[config.mk]
export PLATFORM = sky130hd
export DESIGN_NAME = display_timing
export DESIGN_NICKNAME = d
export VERILOG_FILES = /design/src/rtl/display_timing.sv
export SDC_FILE = /design/constraint.sdc
export NUM_CORES = 1
export LEC_CHECK = 0
export BUFFER_PORTS_ARGS = -buffer_cell sky130_fd_sc_hd__buf_4
export CAP_MARGIN = 40
export CORE_MARGIN = 5
export CORE_UTILIZATION = 55
export CTS_BUF_LIST = sky130_fd_sc_hd__clkbuf_4
export CTS_CLUSTER_SIZE = 30
export DETAILED_ROUTE_END_ITERATION = 7
export PLACE_DENSITY = 0.75
export SETUP_SLACK_MARGIN = 0.05
export SYNTH_ARGS = -nofsm -noshare
export SYNTH_HDL_FRONTEND = slang
export SYNTH_SLANG_ARGS = --single-unit
[constraint.sdc]
create_clock -name clk_i -period 5.3 [get_ports clk_i]
set_input_delay 1.06 -clock clk_i [delete_from_list [all_inputs] [get_ports clk_i]]
set_output_delay 1.06 -clock clk_i [all_outputs]
set_load 0.05 [all_outputs]
[src/rtl/display_timing.sv]
// Raster timing generator: screen coordinates, line/frame strobes and VGA
// sync/data-enable delayed to line up with the renderers' pixel output.
module display_timing #(
    parameter int   COORD_W    = 10,
    parameter int   H_RES      = 640,
    parameter int   H_FP       = 16,
    parameter int   H_SYNC     = 96,
    parameter int   H_BP       = 48,
    parameter int   V_RES      = 480,
    parameter int   V_FP       = 10,
    parameter int   V_SYNC     = 2,
    parameter int   V_BP       = 33,
    parameter logic H_POL      = 1'b0,
    parameter logic V_POL      = 1'b0,
    parameter int   PIPE_DELAY = 2,
    parameter int   FCNT_W     = 16
) (
    input  logic               clk_i,
    input  logic               reset_i,
    output logic [COORD_W-1:0] sx_o,
    output logic [COORD_W-1:0] sy_o,
    output logic               line_o,
    output logic               frame_o,
    output logic               hsync_o,
    output logic               vsync_o,
    output logic               de_o,
    output logic [FCNT_W-1:0]  frame_cnt_o
);

    localparam int H_TOTAL = H_RES + H_FP + H_SYNC + H_BP;
    localparam int V_TOTAL = V_RES + V_FP + V_SYNC + V_BP;

    localparam logic [COORD_W-1:0] H_LAST   = COORD_W'(H_TOTAL - 1);
    localparam logic [COORD_W-1:0] V_LAST   = COORD_W'(V_TOTAL - 1);
    localparam logic [COORD_W-1:0] H_ACT    = COORD_W'(H_RES);
    localparam logic [COORD_W-1:0] V_ACT    = COORD_W'(V_RES);
    localparam logic [COORD_W-1:0] HS_START = COORD_W'(H_RES + H_FP);
    localparam logic [COORD_W-1:0] HS_END   = COORD_W'(H_RES + H_FP + H_SYNC - 1);
    localparam logic [COORD_W-1:0] VS_START = COORD_W'(V_RES + V_FP);
    localparam logic [COORD_W-1:0] VS_END   = COORD_W'(V_RES + V_FP + V_SYNC - 1);

    logic [COORD_W-1:0] sx_r;
    logic [COORD_W-1:0] sy_r;
    logic [COORD_W-1:0] sx_nxt_s;
    logic [COORD_W-1:0] sy_nxt_s;
    logic               line_r;
    logic               frame_r;
    logic               line_nxt_s;
    logic               frame_nxt_s;
    logic               hs_lvl_s;
    logic               vs_lvl_s;
    logic               de_raw_s;
    logic [PIPE_DELAY:0] hs_pipe_r;
    logic [PIPE_DELAY:0] vs_pipe_r;
    logic [PIPE_DELAY:0] de_pipe_r;
    logic [FCNT_W-1:0]  frame_cnt_r;
    logic               first_seen_r;

    // Next raster position: sx wraps every line, sy steps only on an sx wrap.
    always_comb begin
        sx_nxt_s = sx_r;
        sy_nxt_s = sy_r;
        if (sx_r == H_LAST) begin
            sx_nxt_s = '0;
            if (sy_r == V_LAST) begin
                sy_nxt_s = '0;
            end else begin
                sy_nxt_s = sy_r + COORD_W'(1);
            end
        end else begin
            sx_nxt_s = sx_r + COORD_W'(1);
        end
    end

    // Strobes and raw video signals are derived from the next position so the
    // registered result lines up with sx_o/sy_o; sync levels carry polarity.
    always_comb begin
        line_nxt_s  = (sx_nxt_s == '0);
        frame_nxt_s = (sx_nxt_s == '0) && (sy_nxt_s == '0);
        de_raw_s    = (sx_nxt_s < H_ACT) && (sy_nxt_s < V_ACT);
        if ((sx_nxt_s >= HS_START) && (sx_nxt_s <= HS_END)) begin
            hs_lvl_s = H_POL;
        end else begin
            hs_lvl_s = ~H_POL;
        end
        if ((sy_nxt_s >= VS_START) && (sy_nxt_s <= VS_END)) begin
            vs_lvl_s = V_POL;
        end else begin
            vs_lvl_s = ~V_POL;
        end
    end

    // Coordinate counters and aligned strobes.
    always_ff @(posedge clk_i) begin
        if (!reset_i) begin
            sx_r    <= H_LAST;
            sy_r    <= V_LAST;
            line_r  <= 1'b0;
            frame_r <= 1'b0;
        end else begin
            sx_r    <= sx_nxt_s;
            sy_r    <= sy_nxt_s;
            line_r  <= line_nxt_s;
            frame_r <= frame_nxt_s;
        end
    end

    // Sync/enable delay line; stage 0 is coincident with the coordinates and
    // reset clears every stage at once so blanking is immediate.
    always_ff @(posedge clk_i) begin
        if (!reset_i) begin
            hs_pipe_r <= {(PIPE_DELAY + 1){~H_POL}};
            vs_pipe_r <= {(PIPE_DELAY + 1){~V_POL}};
            de_pipe_r <= '0;
        end else begin
            hs_pipe_r[0] <= hs_lvl_s;
            vs_pipe_r[0] <= vs_lvl_s;
            de_pipe_r[0] <= de_raw_s;
            for (int i = 1; i <= PIPE_DELAY; i++) begin
                hs_pipe_r[i] <= hs_pipe_r[i-1];
                vs_pipe_r[i] <= vs_pipe_r[i-1];
                de_pipe_r[i] <= de_pipe_r[i-1];
            end
        end
    end

    // Completed-frame counter: the first frame start after reset only arms it.
    always_ff @(posedge clk_i) begin
        if (!reset_i) begin
            frame_cnt_r  <= '0;
            first_seen_r <= 1'b0;
        end else if (frame_nxt_s) begin
            if (first_seen_r) begin
                frame_cnt_r <= frame_cnt_r + FCNT_W'(1);
            end
            first_seen_r <= 1'b1;
        end
    end

    assign sx_o        = sx_r;
    assign sy_o        = sy_r;
    assign line_o      = line_r;
    assign frame_o     = frame_r;
    assign hsync_o     = hs_pipe_r[PIPE_DELAY];
    assign vsync_o     = vs_pipe_r[PIPE_DELAY];
    assign de_o        = de_pipe_r[PIPE_DELAY];
    assign frame_cnt_o = frame_cnt_r;

endmodule

==> results of run 1 <==
worst paths after layout:
check                          start  slack, ps                           to  cells after the start
max               sx_o[0]$_SDFF_PN1_       1640  frame_cnt_o[6]$_SDFFE_PN0P_                      9
min          hs_pipe_r[1]$_SDFF_PN1_        430      hs_pipe_r[2]$_SDFF_PN1_                      1
max reg2reg       sx_o[0]$_SDFF_PN1_       1640  frame_cnt_o[6]$_SDFFE_PN0P_                      9
min reg2reg  hs_pipe_r[1]$_SDFF_PN1_        430      hs_pipe_r[2]$_SDFF_PN1_                      1
per-layer routing:
metal  vias up  GRT usage (%)  wire, um
met5         -              0         0
met4         0           7.34        77
met3         6           3.90       283
met2        74           32.2      2770
met1      1107           27.5      2800
li1       1194              -         -
final cells by class:
type | instances | area share, %
Multi-Input combinational cell | 234 | 50.6
Sequential cell | 48 | 32.4
Timing Repair Buffer | 43 | 10.9
Tap cell | 54 | 2.28
Clock inverter | 3 | 1.56
Clock buffer | 5 | 1.27
Inverter | 8 | 1.01
critical path: stages, from the launching register on:
cell,delay (ps)
dfxtp_1,470
ha_1,290
nand4_2,250
nor3_2,220
buf_4,260
o221ai_1,190
a211oi_1,550
nand3b_1,570
or4_1,630
a21oi_1,160
flip-flops by register name, indices dropped and copies added, names as in the netlist:
register,count
line_o,1
hs_pipe_r,3
sx_o,10
vs_pipe_r,3
frame_cnt_o,16
frame_o,1
sy_o,10
de_pipe_r,3
first_seen_r,1
logic make-up (layout without fill, tap and decap cells):
family                     Yosys count  after routing  synth area share [%]
and+or+nand+nor                    150            150                  32.4
xor gates and xnor gates            10             10                  3.38
DFF                                 48             48                  37.1
muxes                                7              7                  2.76
buffers and inverters               29             59                  5.17
adders and majority gates            6              6                  2.90
AOI/OAI and AO/OA                   61             61                  16.2
cells in the final DEF (no fill, tap or decap), drive strengths merged, types with 10 or more instances in the layout:
master,netlist,layout
buf,7,43
a21oi,16,16
nor2,18,18
o21ai,14,14
nand2b,12,12
or4,10,10
nand2,29,29
nor3,12,12
dfxtp,48,48
nand3,25,25
synthesized netlist by cell type (5+ instances only):
cell      count  area share, %
o21a_1        5            1.5
o21ai_0      14            2.7
mux2i_1       6            2.3
clkbuf_1     13            1.9
nor3_1       12            2.3
inv_1         8            1.2
xor2_1        6            2.0
nor2_1       18            2.6
and3_1        5            1.2
nand3_1      25            4.8
nand2_1      29            4.2
ha_1          6            2.9
dfxtp_1      48             37
o31ai_1       9            2.6
or3_1         5            1.2
or4_1        10            2.9
nand2b_1     12            2.9
nor4_1        9            2.2
a21oi_1      16            3.1
stage by stage:
step | area [sq um] | total power (W) | worst slack (ps) | util (%)
floorplan | 2590 | 0.00104 | 1880 | -
CTS | 2960 | 0.00140 | 1660 | 63.6
global route | 2960 | 0.00150 | 1310 | 63.6
finish | 2960 | 0.00140 | 1640 | 63.6
detailed placement | 2880 | 0.00118 | 1690 | 61.8
global placement | 2880 | 0.00117 | 1820 | 61.8
report_power, final:
part           internal, W  leakage [nW]  total [W]  switching, W
Combinational     0.000239         0.620   0.000682      0.000443
Sequential        0.000406         0.389   0.000497     0.0000902
Clock             0.000101        0.0418   0.000226      0.000125
Total             0.000746          1.05    0.00140      0.000658
==> impl_metrics.toml, run 1 <==
[global_route]
grt_max_degree = 32
track_usage_pct = 20.3
antenna_found_initial = 0
grt_pass1_vias = 2216
grt_pass1_wl_mm = 10.3
gr-total-overflow = 0

[critical_path]
crit_arrival_ps = 3960
worst_setup_path_end_kind = "register"
cp_max_fo = 22
worstSetupPathType = "reg -> reg"
cp.required_ps = 5600
start_kind = "register"

[sta]
holdWs_ps = 426
setup_violations = 0
rsz0062_at_grt = "false"
hold_viol_final = 0
fin_crit_sh_pct = 69.0
min_period_ps = 3660
tightest_slew_ps = 722
tns_ps = 0
max_freq_mhz = 273
relSlewSlack_pct = 51.8
skew_ps = 19.1
slew_viol_final = 0

[outcome]
status = "complete, no violations"

[floorplanning]
die_area_sq_um = 6180
start_util_pct = 55.5
ios = 43
row_count = 25
die_h_um = 78.6
core_area_sq_um = 4660
die_w_um = 78.6

[cts]
cts_made_buffers = 5
postCtsSetupRepairBufs = 0
cts_tree = "done"
ctsRootBufferMaster = "clkbuf_4"
cts_max_level = 2
clock_path_buffers = 2
postCtsHoldBufs = 0
cts_resized = 0
clk_latency_ps = 370
clock_sinks = 48
clk_pin_slew_ps = 160

[synthesis]
synth_edf_count = 0
ys_types = 51
synth_seq_area_share_pct = 37.1
synth_ff_type = "dfxtp_1"
netlist_instances = 311
synth_seq_cells = 48
syn-num-nets = 319
postSynthAreaPerCell_sq_um = 8.32
synth_warnings = 0
synth_area_sq_um = 2590
async_reset_ff_share_pct = 0

[place]
port_buffers = 42
place_congestion = 0.851
placed_cells = 387
hpwl_mm = 4.10

[cells_and_area]
area_growth_pct = 14.5
antennaDiodeCount = 0
multiInputGateArea_sq_um = 1500
fin_cells = 395
fin_nets = 348
final_layout_size_suffix_gt1_share_pct = 17.6
nFillCells = 415
seqCellArea_sq_um = 961

[route]
vias_per_cell = 6.03
drc_errors = 0
drtPass1Iterations = 4
wl_mm = 5.93
vias = 2381
drt_iter0_drc = 170
ant_nets = 0
wire_per_inst_um = 15.0

[power_and_ir_drop]
p_leak_nw = 1.05
cellPowerDensity_nw_per_um2 = 474
ir_worst_vdd_mv = 0.323

[worst_hold_path]
min_path_type = "reg -> reg"

[job]
drv_cap = 0
(Power assumes the default switching activity.)
==> inputs of run 2 (changes only) <==
Settings changed: ABC_AREA set to 1, CORE_UTILIZATION 55 to 53.
Clock period 5.3 ns to 3.1 ns, I/O delays scaled along.
==> run 2 against run 1 <==
  * Register-to-register slack worse by 1200 ps
  * Via count up 24%
  * Clock-buffer cell count unchanged
  * Synthesized cell count grew 49%
  * Global-route usage is 0.30 points higher
  * Core utilization decreased by 3.3 points
  * Sequential power increased by 76%
  * Final cell count grew 45%
==> impl_metrics.toml, run 2 <==
[sta]
slew_viol_final = 0
tightest_slew_ps = 569
setup_violations = 0
tns_ps = 0
relSlewSlack_pct = 61.9
min_period_ps = 2690
fin_crit_sh_pct = 86.7
skew_ps = 20.3
rsz0062_at_grt = "false"
max_freq_mhz = 372
setup_slack_ps = 412
hold_viol_final = 0

[floorplanning]
die_h_um = 84.2
row_count = 27
die_area_sq_um = 7090
ios = 43
start_util_pct = 53.6
core_area_sq_um = 5440
die_w_um = 84.2

[route]
wl_met1_mm = 3.26
highest_layer = "met4"
drc_errors = 0
met3_length_um = 403
wl_mm = 7.14
wl_met2_mm = 3.38
ant_nets = 0
vias_per_cell = 5.15
wire_per_inst_um = 12.5
drtPass1Iterations = 4
vias = 2943
drt_iter0_drc = 165

[synthesis]
netlist_instances = 463
synth_area_sq_um = 2920
yosysTopAreaCell = "dfxtp_1"
synth_edf_count = 0
synthMostInstantiatedCell = "nand2_1"
postSynthAreaPerCell_sq_um = 6.30
synth_ff_type = "dfxtp_1"
synthTopCellsByCount = "nand2_1, nor2_1, inv_1"
synth_warnings = 0
async_reset_ff_share_pct = 0
synth_seq_area_share_pct = 32.9
yosysTopAreaCellShare_pct = 32.9
ys_types = 29
synth.area.top_cells = "dfxtp_1, nand2_1, nor2_1"
syn-num-nets = 471
synth_seq_cells = 48

[global_route]
antenna_found_initial = 0
grt_pass1_vias = 2691
track_usage_pct = 20.6
grt_pass1_wl_mm = 12.4
grt_max_degree = 30
gr-total-overflow = 0

[cells_and_area]
fin_cells = 571
final_cell_mix = "nand2_1, nor2_1, inv_1, dfxtp_1, buf_4"
area_growth_pct = 12.3
largest_reg_flops = 16
mostFrequentLayoutCell = "nand2_1"
antennaDiodeCount = 0
final_layout_size_suffix_gt1_share_pct = 16.0
fin_nets = 506

[cts]
postCtsSetupRepairBufs = 0
clock_path_buffers = 2
clk_latency_ps = 370
cts_resized = 0
postCtsHoldBufs = 0
cts_max_level = 2
clk_pin_slew_ps = 150
ctsRootBufferMaster = "clkbuf_4"
clock_sinks = 48
cts_made_buffers = 5
cts_tree = "done"

[place]
hpwl_mm = 5.27
place_congestion = 0.891
pre_cts_ws_ps = 450
port_buffers = 42
placed_cells = 563

[outcome]
status = "complete, no violations"

[critical_path]
start_kind = "register"
cp.required_ps = 3370
crit_arrival_ps = 2960
worstSetupPathType = "reg -> reg"
cp_max_fo = 12
critPathSlowestCell = "dfxtp_1"
crit_chain = "ha_1 -> nand2_2 -> nor2_8 -> nand2_2 -> nor2_2 -> nand2_2 -> nand2_2 -> nand2_1 -> nor2_1 -> nand2_1 -> nor2_2 -> nand4_1 -> nand2_1 -> nor2_1"
worst_setup_path_end_kind = "register"
cpMostUsedCell = "nand2_2"
slowest_delay_ps = 480

[power_and_ir_drop]
p_leak_nw = 1.63
cellPowerDensity_nw_per_um2 = 852
ir_worst_vdd_mv = 0.601
total_power_w = 0.00279

[job]
drv_cap = 0

[worst_hold_path]
min_path_type = "reg -> reg"
run 2: worst paths after layout:
kind / startpoint / endpoint / slack [ps] / cells after the start
setup / recovery: sx_o[0]$_SDFF_PN1_ / frame_cnt_o[0]$_SDFFE_PN0P_ / 410 / 14
hold / removal: hs_pipe_r[0]$_SDFF_PN1_ / hs_pipe_r[1]$_SDFF_PN1_ / 420 / 1
setup reg to reg: sx_o[0]$_SDFF_PN1_ / frame_cnt_o[0]$_SDFFE_PN0P_ / 410 / 14
hold reg to reg: hs_pipe_r[0]$_SDFF_PN1_ / hs_pipe_r[1]$_SDFF_PN1_ / 420 / 1
run 2: layout make-up:
class	instances	area (sq um)
fill	536	2160
timing repair buffer	42	315
clock inverter	3	17.5
clock buffer	5	37.5
inverter	67	251
sequential	48	961
multi-input combinational	334	1610
tap	72	90.1
run 2: power by group:
group	internal (W)	switching, W
sequential	0.000710	0.000164
clock	0.0000881	0.000209
combinational	0.000468	0.00115
run 2: stage by stage:
step / util, % / cell area [sq um] / hold slack [ps]
global route: 60.3 / 3280 / 432
detailed placement: 59.3 / 3220 / 402
floorplan: - / 2920 / 390
global placement: 59.3 / 3220 / 397
CTS: 60.3 / 3280 / 434
finish: 60.3 / 3280 / 422
run 2: cell families (layout without fill, tap and decap cells):
| family | after synthesis | in the layout | synth area share [%] |
|---|---|---|---|
| buf+inv | 81 | 117 | 12.0 |
| fa+ha+maj | 6 | 6 | 2.57 |
| simple gates | 311 | 311 | 48.9 |
| compound gates | 13 | 13 | 2.32 |
| flops | 48 | 48 | 32.9 |
| xor+xnor | 4 | 4 | 1.20 |
run 2: critical path: cells and delay by family, from the launching register on:
| kind | cells | cell delay [ps] |
|---|---|---|
| flops | 1 | 480 |
| simple gates | 13 | 1890 |
| fa+ha+maj | 1 | 220 |
run 2: per-layer routing:
metal	up-vias	GRT usage [%]
met4	0	4.97
met3	10	3.43
met2	81	34.9
met5	-	0
met1	1326	27.4
li1	1526	-
==> inputs of run 3 (changes only) <==
Settings changed: CTS_BUF_LIST sky130_fd_sc_hd__clkbuf_4 to sky130_fd_sc_hd__clkbuf_2 sky130_fd_sc_hd__clkbuf_4 sky130_fd_sc_hd__clkbuf_8, REMOVE_ABC_BUFFERS set to 1.
==> run 3 against run 2 <==
  * Combinational power about the same
  * Sequential power down 0.8%
  * Final area grew 1.8%
  * Total power is 5.6% higher
  * Hold slack worse by 12 ps
  * Clock skew decreased by 4.1 ps
  * Final cell count is the same
  * Non-clock buffer count stayed put
  * Via count grew 1.4%
  * Fmax up 1.5%
  * Critical endpoint is now frame_cnt_o[4]$_SDFFE_PN0P_
  * Largest power group unchanged
==> impl_metrics.toml, run 3 (synthesis gave the netlist of run 2 again) <==
[floorplanning]
ios = 43
die_h_um = 84.2
start_util_pct = 53.6
core_area_sq_um = 5440
row_count = 27
die_w_um = 84.2
die_area_sq_um = 7090

[place]
place_congestion = 0.891
hpwl_mm = 5.08
placed_cells = 563
pre_cts_ws_ps = 466
port_buffers = 42

[critical_path]
worst_setup_path_end_kind = "register"
crit_arrival_ps = 2860
worstSetupPathType = "reg -> reg"
start_kind = "register"
cp.required_ps = 3310
cp_max_fo = 12

[cells_and_area]
fin_cells = 571
final_cell_mix = "nand2_1, nor2_1, inv_1, dfxtp_1, buf_4"
area_growth_pct = 14.4
fin_nets = 506
final_layout_size_suffix_gt1_share_pct = 16.2
largest_reg_flops = 16
nFillCells = 502
mostFrequentLayoutCell = "nand2_1"
antennaDiodeCount = 0

[global_route]
grt_max_degree = 30
antenna_found_initial = 0
track_usage_pct = 19.9
gr-total-overflow = 0
grt_pass1_vias = 2684
grt_pass1_wl_mm = 11.9

[route]
ant_nets = 0
wire_per_inst_um = 11.9
vias = 2984
drt_iter0_drc = 203
vias_per_cell = 5.23
drc_errors = 0
wl_mm = 6.80
drtPass1Iterations = 6

[power_and_ir_drop]
total_power_w = 0.00295
p_leak_nw = 1.65
ir_worst_vdd_mv = 0.751
cellPowerDensity_nw_per_um2 = 884

[sta]
setup_violations = 0
skew_ps = 16.2
min_period_ps = 2650
slew_viol_final = 0
rsz0062_at_grt = "false"
holdWs_ps = 411
max_freq_mhz = 378
hold_viol_final = 0
fin_crit_sh_pct = 85.4
relSlewSlack_pct = 63.2
tns_ps = 0
tightest_slew_ps = 550
setup_slack_ps = 451

[job]
drv_cap = 0

[cts]
clock_sinks = 48
cts_max_level = 2
postCtsHoldBufs = 0
cts_resized = 0
clock_path_buffers = 2
clk_pin_slew_ps = 100
cts_made_buffers = 5
cts_tree = "done"
clk_latency_ps = 310
postCtsSetupRepairBufs = 0
ctsRootBufferMaster = "clkbuf_8"

[worst_hold_path]
min_path_type = "reg -> reg"

[outcome]
status = "complete, no violations"
-- run 3: cell type report --
class / count / area (sq um) / share of cell area (%)
clock inverters: 3 / 46.3 / 1.39
well taps: 72 / 90.1 / 2.70
flip-flops and latches: 48 / 961 / 28.8
clock buffers: 5 / 68.8 / 2.06
inverters: 67 / 251 / 7.53
multi-input cells: 334 / 1610 / 48.1
repair buffers: 42 / 315 / 9.45
-- run 3: metal layers --
metal / global-route usage [%] / vias to the layer above / routed length [um]
met5: 0 / - / 0
met4: 6.73 / 0 / 99
met3: 4.12 / 10 / 336
met2: 33.4 / 86 / 3310
met1: 25.3 / 1354 / 3060
li1: - / 1534 / -
-- run 3: path summary, 6_finish.rpt --
kind,slack (ps),start,cells past startpoint,endpoint
setup / recovery,450,sx_o[0]$_SDFF_PN1_,14,frame_cnt_o[4]$_SDFFE_PN0P_
hold / removal,410,hs_pipe_r[0]$_SDFF_PN1_,1,hs_pipe_r[1]$_SDFF_PN1_
setup reg to reg,450,sx_o[0]$_SDFF_PN1_,14,frame_cnt_o[4]$_SDFFE_PN0P_
hold reg to reg,410,hs_pipe_r[0]$_SDFF_PN1_,1,hs_pipe_r[1]$_SDFF_PN1_
-- run 3: report_power, final --
| part | switching, W | internal, W | leakage, nW |
|---|---|---|---|
| registers | 0.000157 | 0.000710 | 0.390 |
| logic | 0.00115 | 0.000468 | 1.21 |
| clock network | 0.000220 | 0.000243 | 0.0548 |
| total | 0.00153 | 0.00142 | 1.65 |
-- run 3: critical path, cell delays in order, from the launching register on --
cell,delay (ps)
dfxtp_1,450
ha_1,220
nand2_2,110
nor2_8,200
nand2_2,70
nor2_2,320
nand2_1,100
nand2_1,90
nand2_1,50
nor2_1,110
nand2_1,100
nor2_2,430
nand2_1,140
nor2_1,130
a21oi_1,50
-- run 3: stage by stage --
step	instance area, sq um	util [%]
5_1_grt	3340	61.4
4_1_cts	3340	61.4
3_5_place_dp	3220	59.3
6_report	3340	61.4
2_1_floorplan	2820	-
3_3_place_gp	3220	59.3
